[config.mk]
export PLATFORM = sky130hd
export DESIGN_NAME = hash_lookup_arbiter
export DESIGN_NICKNAME = d
export VERILOG_FILES = /design/src/rtl/hash_arb_pkg.sv /design/src/rtl/hash_lookup_arbiter_rid_fifo.sv /design/src/rtl/hash_lookup_arbiter.sv
export SDC_FILE = /design/constraint.sdc
export NUM_CORES = 1
export LEC_CHECK = 0
export BUFFER_PORTS_ARGS = -buffer_cell sky130_fd_sc_hd__buf_2
export CAP_MARGIN = 10
export CORE_AREA = 2 2 213 215
export DETAILED_ROUTE_END_ITERATION = 8
export DIE_AREA = 0 0 215 217
export SYNTH_ARGS = -nofsm -noshare
export SYNTH_HDL_FRONTEND = slang
export SYNTH_SLANG_ARGS = --single-unit
[constraint.sdc]
create_clock -name axis_clk -period 10.6 [get_ports axis_clk]
set_input_delay 3.18 -clock axis_clk [delete_from_list [all_inputs] [get_ports axis_clk]]
set_output_delay 3.18 -clock axis_clk [all_outputs]
set_load 0.01 [all_outputs]
[src/rtl/hash_arb_pkg.sv]
// Shared types and constants for the two-requester hash lookup arbiter.
package hash_arb_pkg;

   localparam int NUM_REQ   = 2;
   localparam int REQ_CARD  = 0;
   localparam int REQ_HOST  = 1;
   localparam int LUP_REQ_W = 96;
   localparam int LUP_RSP_W = 120;

   typedef logic                 req_id_t;
   typedef logic [LUP_REQ_W-1:0] lup_req_t;
   typedef logic [LUP_RSP_W-1:0] lup_rsp_t;

endpackage

[src/rtl/hash_lookup_arbiter_rid_fifo.sv]
// In-order requester-ID FIFO, first-word-fall-through read of a registered memory.
module rid_fifo #(
   parameter int WIDTH = 1,
   parameter int DEPTH = 16
) (
   input  logic                     clk,
   input  logic                     rst,
   input  logic                     push,
   input  logic                     pop,
   input  logic [WIDTH-1:0]         din,
   output logic [WIDTH-1:0]         dout,
   output logic                     full,
   output logic                     empty,
   output logic [$clog2(DEPTH):0]   count
);

   localparam int AW = $clog2(DEPTH);

   logic [WIDTH-1:0] r_mem [DEPTH];
   logic [AW:0]      r_wptr;
   logic [AW:0]      r_rptr;
   logic             w_push;
   logic             w_pop;

   assign w_push = push & ~full;
   assign w_pop  = pop & ~empty;

   // Extra pointer MSB separates full from empty when the index bits match
   always_ff @(posedge clk) begin
      if (rst) begin
         r_wptr <= '0;
         r_rptr <= '0;
      end else begin
         if (w_push) r_wptr <= r_wptr + 1'b1;
         if (w_pop)  r_rptr <= r_rptr + 1'b1;
      end
   end

   always_ff @(posedge clk) begin
      if (w_push) r_mem[r_wptr[AW-1:0]] <= din;
   end

   assign count = r_wptr - r_rptr;
   assign full  = (count == (AW+1)'(DEPTH));
   assign empty = (r_wptr == r_rptr);
   assign dout  = r_mem[r_rptr[AW-1:0]];

endmodule

[src/rtl/hash_lookup_arbiter.sv]
// Round-robin share of the hash-table lookup channel between card and host
// key streams, with in-order steering of responses back to their issuer.
module hash_lookup_arbiter
   import hash_arb_pkg::*;
#(
   parameter int KEY_WIDTH       = 64,
   parameter int REQ_WIDTH       = 96,
   parameter int RSP_WIDTH       = 120,
   parameter int MAX_OUTSTANDING = 16,
   parameter int CNT_WIDTH       = 32
) (
   input  logic                                 axis_clk,
   input  logic                                 axis_rst,
   input  logic [NUM_REQ-1:0]                   s_key_tvalid,
   input  logic [NUM_REQ*KEY_WIDTH-1:0]         s_key_tdata,
   output logic [NUM_REQ-1:0]                   s_key_tready,
   output logic                                 m_lup_req_tvalid,
   output logic [REQ_WIDTH-1:0]                 m_lup_req_tdata,
   input  logic                                 m_lup_req_tready,
   input  logic                                 s_lup_rsp_tvalid,
   input  logic [RSP_WIDTH-1:0]                 s_lup_rsp_tdata,
   output logic                                 s_lup_rsp_tready,
   output logic [NUM_REQ-1:0]                   m_rsp_tvalid,
   output logic [RSP_WIDTH-1:0]                 m_rsp_tdata,
   input  logic [NUM_REQ-1:0]                   m_rsp_tready,
   output logic [NUM_REQ*CNT_WIDTH-1:0]         grant_cnt,
   output logic [$clog2(MAX_OUTSTANDING):0]     outstanding,
   output logic                                 err_orphan_rsp
);

   localparam int CW = $clog2(MAX_OUTSTANDING) + 1;

   logic                                r_req_full;
   logic [KEY_WIDTH-1:0]                r_req_key;
   req_id_t                             r_req_id;
   req_id_t                             r_last_grant;
   logic [NUM_REQ-1:0][CNT_WIDTH-1:0]   r_grant_cnt;
   logic                                r_err_orphan;

   logic [NUM_REQ-1:0] w_grant;
   req_id_t            w_grant_id;
   logic               w_can_accept;
   logic               w_key_hs;
   logic               w_req_hs;
   logic               w_rsp_hs;
   logic [CW:0]        w_inflight;
   logic [CW-1:0]      w_fifo_count;
   logic               w_fifo_full;
   logic               w_fifo_empty;
   req_id_t            w_head_id;

   // Held request counts against the limit so a full FIFO can never be pushed
   assign w_inflight   = {1'b0, w_fifo_count} + (CW+1)'(r_req_full);
   assign w_can_accept = ~axis_rst & (~r_req_full | m_lup_req_tready)
                       & (w_inflight < (CW+1)'(MAX_OUTSTANDING));

   assign w_grant[REQ_CARD] = s_key_tvalid[REQ_CARD] & (~s_key_tvalid[REQ_HOST] |  r_last_grant);
   assign w_grant[REQ_HOST] = s_key_tvalid[REQ_HOST] & (~s_key_tvalid[REQ_CARD] | ~r_last_grant);
   assign w_grant_id        = w_grant[REQ_HOST];

   assign s_key_tready = {NUM_REQ{w_can_accept}} & w_grant;
   assign w_key_hs     = |s_key_tready;
   assign w_req_hs     = r_req_full & m_lup_req_tready;

   assign m_lup_req_tvalid = r_req_full;
   assign m_lup_req_tdata  = REQ_WIDTH'(r_req_key);

   always_ff @(posedge axis_clk) begin
      if (axis_rst) begin
         r_req_full   <= 1'b0;
         r_req_key    <= '0;
         r_req_id     <= 1'b0;
         r_last_grant <= 1'b1;
         r_grant_cnt  <= '0;
         r_err_orphan <= 1'b0;
      end else begin
         if (w_key_hs) begin
            r_req_full                <= 1'b1;
            r_req_key                 <= s_key_tdata[int'(w_grant_id)*KEY_WIDTH +: KEY_WIDTH];
            r_req_id                  <= w_grant_id;
            r_last_grant              <= w_grant_id;
            r_grant_cnt[w_grant_id]   <= r_grant_cnt[w_grant_id] + CNT_WIDTH'(1);
         end else if (w_req_hs) begin
            r_req_full <= 1'b0;
         end
         if (s_lup_rsp_tvalid & w_fifo_empty) r_err_orphan <= 1'b1;
      end
   end

   // Empty FIFO: sink any beat so a stray response cannot wedge the table
   always_comb begin
      m_rsp_tvalid     = '0;
      s_lup_rsp_tready = 1'b0;
      if (!axis_rst) begin
         if (w_fifo_empty) begin
            s_lup_rsp_tready = 1'b1;
         end else begin
            m_rsp_tvalid[w_head_id] = s_lup_rsp_tvalid;
            s_lup_rsp_tready        = m_rsp_tready[w_head_id];
         end
      end
   end

   assign w_rsp_hs    = s_lup_rsp_tvalid & s_lup_rsp_tready & ~w_fifo_empty;
   assign m_rsp_tdata = s_lup_rsp_tdata;

   rid_fifo #(
      .WIDTH (1),
      .DEPTH (MAX_OUTSTANDING)
   ) u_rid_fifo (
      .clk   (axis_clk),
      .rst   (axis_rst),
      .push  (w_req_hs),
      .pop   (w_rsp_hs),
      .din   (r_req_id),
      .dout  (w_head_id),
      .full  (w_fifo_full),
      .empty (w_fifo_empty),
      .count (w_fifo_count)
   );

   assign grant_cnt      = r_grant_cnt;
   assign outstanding    = w_fifo_count;
   assign err_orphan_rsp = r_err_orphan;

endmodule
==> flow_summary.json <==
{
  "setup_violations": 0,
  "ir_drop_mv": 0.0752,
  "firstDrtPassIters": 7,
  "postCtsSetupRepairBufs": 0,
  "design_area_um2": 10500,
  "synth_area_per_cell_um2": 8.33,
  "hold_path.class": "flop to flop",
  "power_density_nw_per_um2": 142,
  "boundaryPins": 548,
  "ys.flop_type": "dfxtp_1",
  "end_kind": "output pin",
  "critPathMaxFanout": 40,
  "grt_pass1_wl_um": 44900,
  "setup-tns-final_ns": 0,
  "ys_warn_count": 0,
  "cts_tree": "built",
  "drtIter0Drc": 356,
  "critical_path.cell_chain": "buf_2, a21boi_0, nand3_1, buf_4, nor2_2, buf_4, buf_2",
  "dieArea_um2": 46700,
  "wl_per_cell_um": 16.9,
  "cts_buffers": 17,
  "htree_levels": 4,
  "yosysSeqAreaShare": 0.379,
  "rsz0062_at_grt": "no",
  "layout_common_cells": "274 x buf_2, 146 x dfxtp_1, 134 x nor2_1",
  "fin_crit_ns": 8.21,
  "synth_edf_count": 16,
  "final_common_cell": "buf_2",
  "post_dp_cell_area_um2": 9960,
  "crit_type": "primary input to output pin",
  "placed_cells": 1782,
  "ys_ff_latch": 162,
  "start_kind": "primary input",
  "synth.cell_area_um2": 8990,
  "drc": 0,
  "grt_max_degree": 90,
  "grt_use_total": 0.127,
  "multi_input_area_um2": 4240,
  "synth_top_area_share": 0.325,
  "cp_slowest_cell": "buf_2",
  "maxSlewHeadroom": 0.320,
  "dp_hpwl_um": 23200,
  "crit_arrival_ns": 5.03,
  "antenna_found_initial": 0,
  "max_cap_viol_count": 0,
  "rr_startpoint": "u_rid_fifo.r_wptr[0]",
  "port_buffers": 275,
  "core_area_um2": 44700,
  "grt_pass1_vias": 7495,
  "layout.cells.non_filler": 1814,
  "dieWidth_um": 215,
  "drt_wl_total_um": 30700,
  "reg2reg_to": "r_req_key[35]",
  "clk_pin_slew_ns": 0.06,
  "root_buffer": "clkbuf_16",
  "async_reset_ff_frac": 0,
  "drive_gt1_frac": 0.278,
  "fin_crit_sh": 0.775,
  "place_congestion": 0.830,
  "critical_path_required_ns": 7.42,
  "max_clock_freq_mhz": 122,
  "ff2ff_path_depth": 12,
  "cts_buffer_depth": 2,
  "area_growth_pct": 17.3,
  "p_leak_nw": 4.38,
  "p_total_mw": 1.50,
  "setup_slack_ns": 2.39,
  "ys_types": 62,
  "rows": 78,
  "place_ws_ns": 2.37,
  "cpPeakStageDelay_ns": 0.60,
  "min-delay-start": "r_req_key[29]",
  "fillerInstances": 4964,
  "regArea_um2": 3400,
  "cp_num_buf_inv": 4,
  "clock_skew_ns": 0.0158,
  "drtAntennaViolNets": 0,
  "finalMaxSlewViolations": 0,
  "tightest_slew_ns": 1.01,
  "insertion_delay_ns": 0.44,
  "cts_sinks": 162,
  "die_h_um": 217,
  "r2r_slack_ns": 6.68,
  "synthCells": 1079,
  "crit_family": "buffers and inverters",
  "overflow": 0,
  "diodes": 0,
  "ctsHoldBuffers": 0,
  "synth_largest_area_cell": "dfxtp_1",
  "holdPathStages": 1,
  "hold_viol": 0,
  "run_status": "finished, final reports clean",
  "synth.area.top_cells": "dfxtp_1 33%, buf_4 13%, nor2_1 5.7%",
  "start_util": 0.201,
  "layout.nets": 1468,
  "min_to": "r_req_key[29]",
  "avgViaCountPerCell": 4.37,
  "via_count": 7921,
  "cts_resized": 0
}
area by class of cell:
class | count | area share
Clock buffer | 19 | 0.0430
Inverter | 25 | 0.00890
Timing Repair Buffer | 287 | 0.139
Tap cell | 600 | 0.0712
Sequential cell | 162 | 0.323
Multi-Input combinational cell | 708 | 0.402
Clock inverter | 13 | 0.0126
cell usage after synthesis (all sizes together) (16+ instances only):
master and number:
nand3b 33, edfxtp 16, a311oi 21, nor3 39, or3 16, nor2 137, inv 25, clkbuf 40
buf 175, nand2 99, nand3 27, a21o 20, o21ai 66, dfxtp 146, nand4 16, a21oi 22
xnor2 32, a211oi 34
per-layer routing:
metal,up-vias,global-route usage,part of all wire
met5,-,0,0
met4,0,0.0697,0.045
met3,79,0.0587,0.10
met2,350,0.206,0.47
met1,3672,0.138,0.39
li1,3820,-,-
cell families after synthesis:
| family | after synthesis | synth area share |
|---|---|---|
| AND/OR/NAND/NOR | 406 | 0.219 |
| buffers and inverters | 240 | 0.167 |
| AO/OA/AOI/OAI | 206 | 0.156 |
| flip-flops | 162 | 0.379 |
| XOR/XNOR | 38 | 0.0370 |
| multiplexers | 15 | 0.0269 |
| adder cells (fa/ha/maj) | 11 | 0.0162 |
| other | 1 | 0.000417 |
how the worst max path moves through the flow:
stage	startpoint	to	slack [ns]	cells past startpoint
floorplan	s_key_tvalid[1]	s_key_tready[1]	3.16	6
global placement	s_key_tvalid[0]	s_key_tready[0]	2.38	7
detailed placement	s_key_tvalid[0]	s_key_tready[0]	2.37	7
CTS	s_key_tvalid[0]	s_key_tready[0]	2.36	7
global route	s_key_tvalid[0]	s_key_tready[0]	2.23	7
finish	s_key_tvalid[0]	s_key_tready[0]	2.39	7
stage by stage:
step	utilization	hold WS (ns)
after floorplan	-	0.478
after global placement	0.223	0.432
after detailed placement	0.223	0.436
after CTS	0.236	0.451
after global routing	0.236	0.465
final	0.236	0.449
power breakdown:
| group | switching (mW) | total [mW] | internal, mW |
|---|---|---|---|
| clock network | 0.268 | 0.626 | 0.358 |
| registers | 0.0175 | 0.665 | 0.647 |
| logic | 0.128 | 0.208 | 0.0800 |
| total | 0.413 | 1.50 | 1.09 |
registers in the layout, indices dropped and copies added (netlist names), named ones only:
name	count
u_rid_fifo.r_rptr	5
r_last_grant	1
u_rid_fifo.r_wptr	5
r_req_key	64
err_orphan_rsp	1
m_lup_req_tvalid	1
grant_cnt	64
u_rid_fifo.r_mem	16
r_req_id	1
Power figures use the tool's default switching activity.
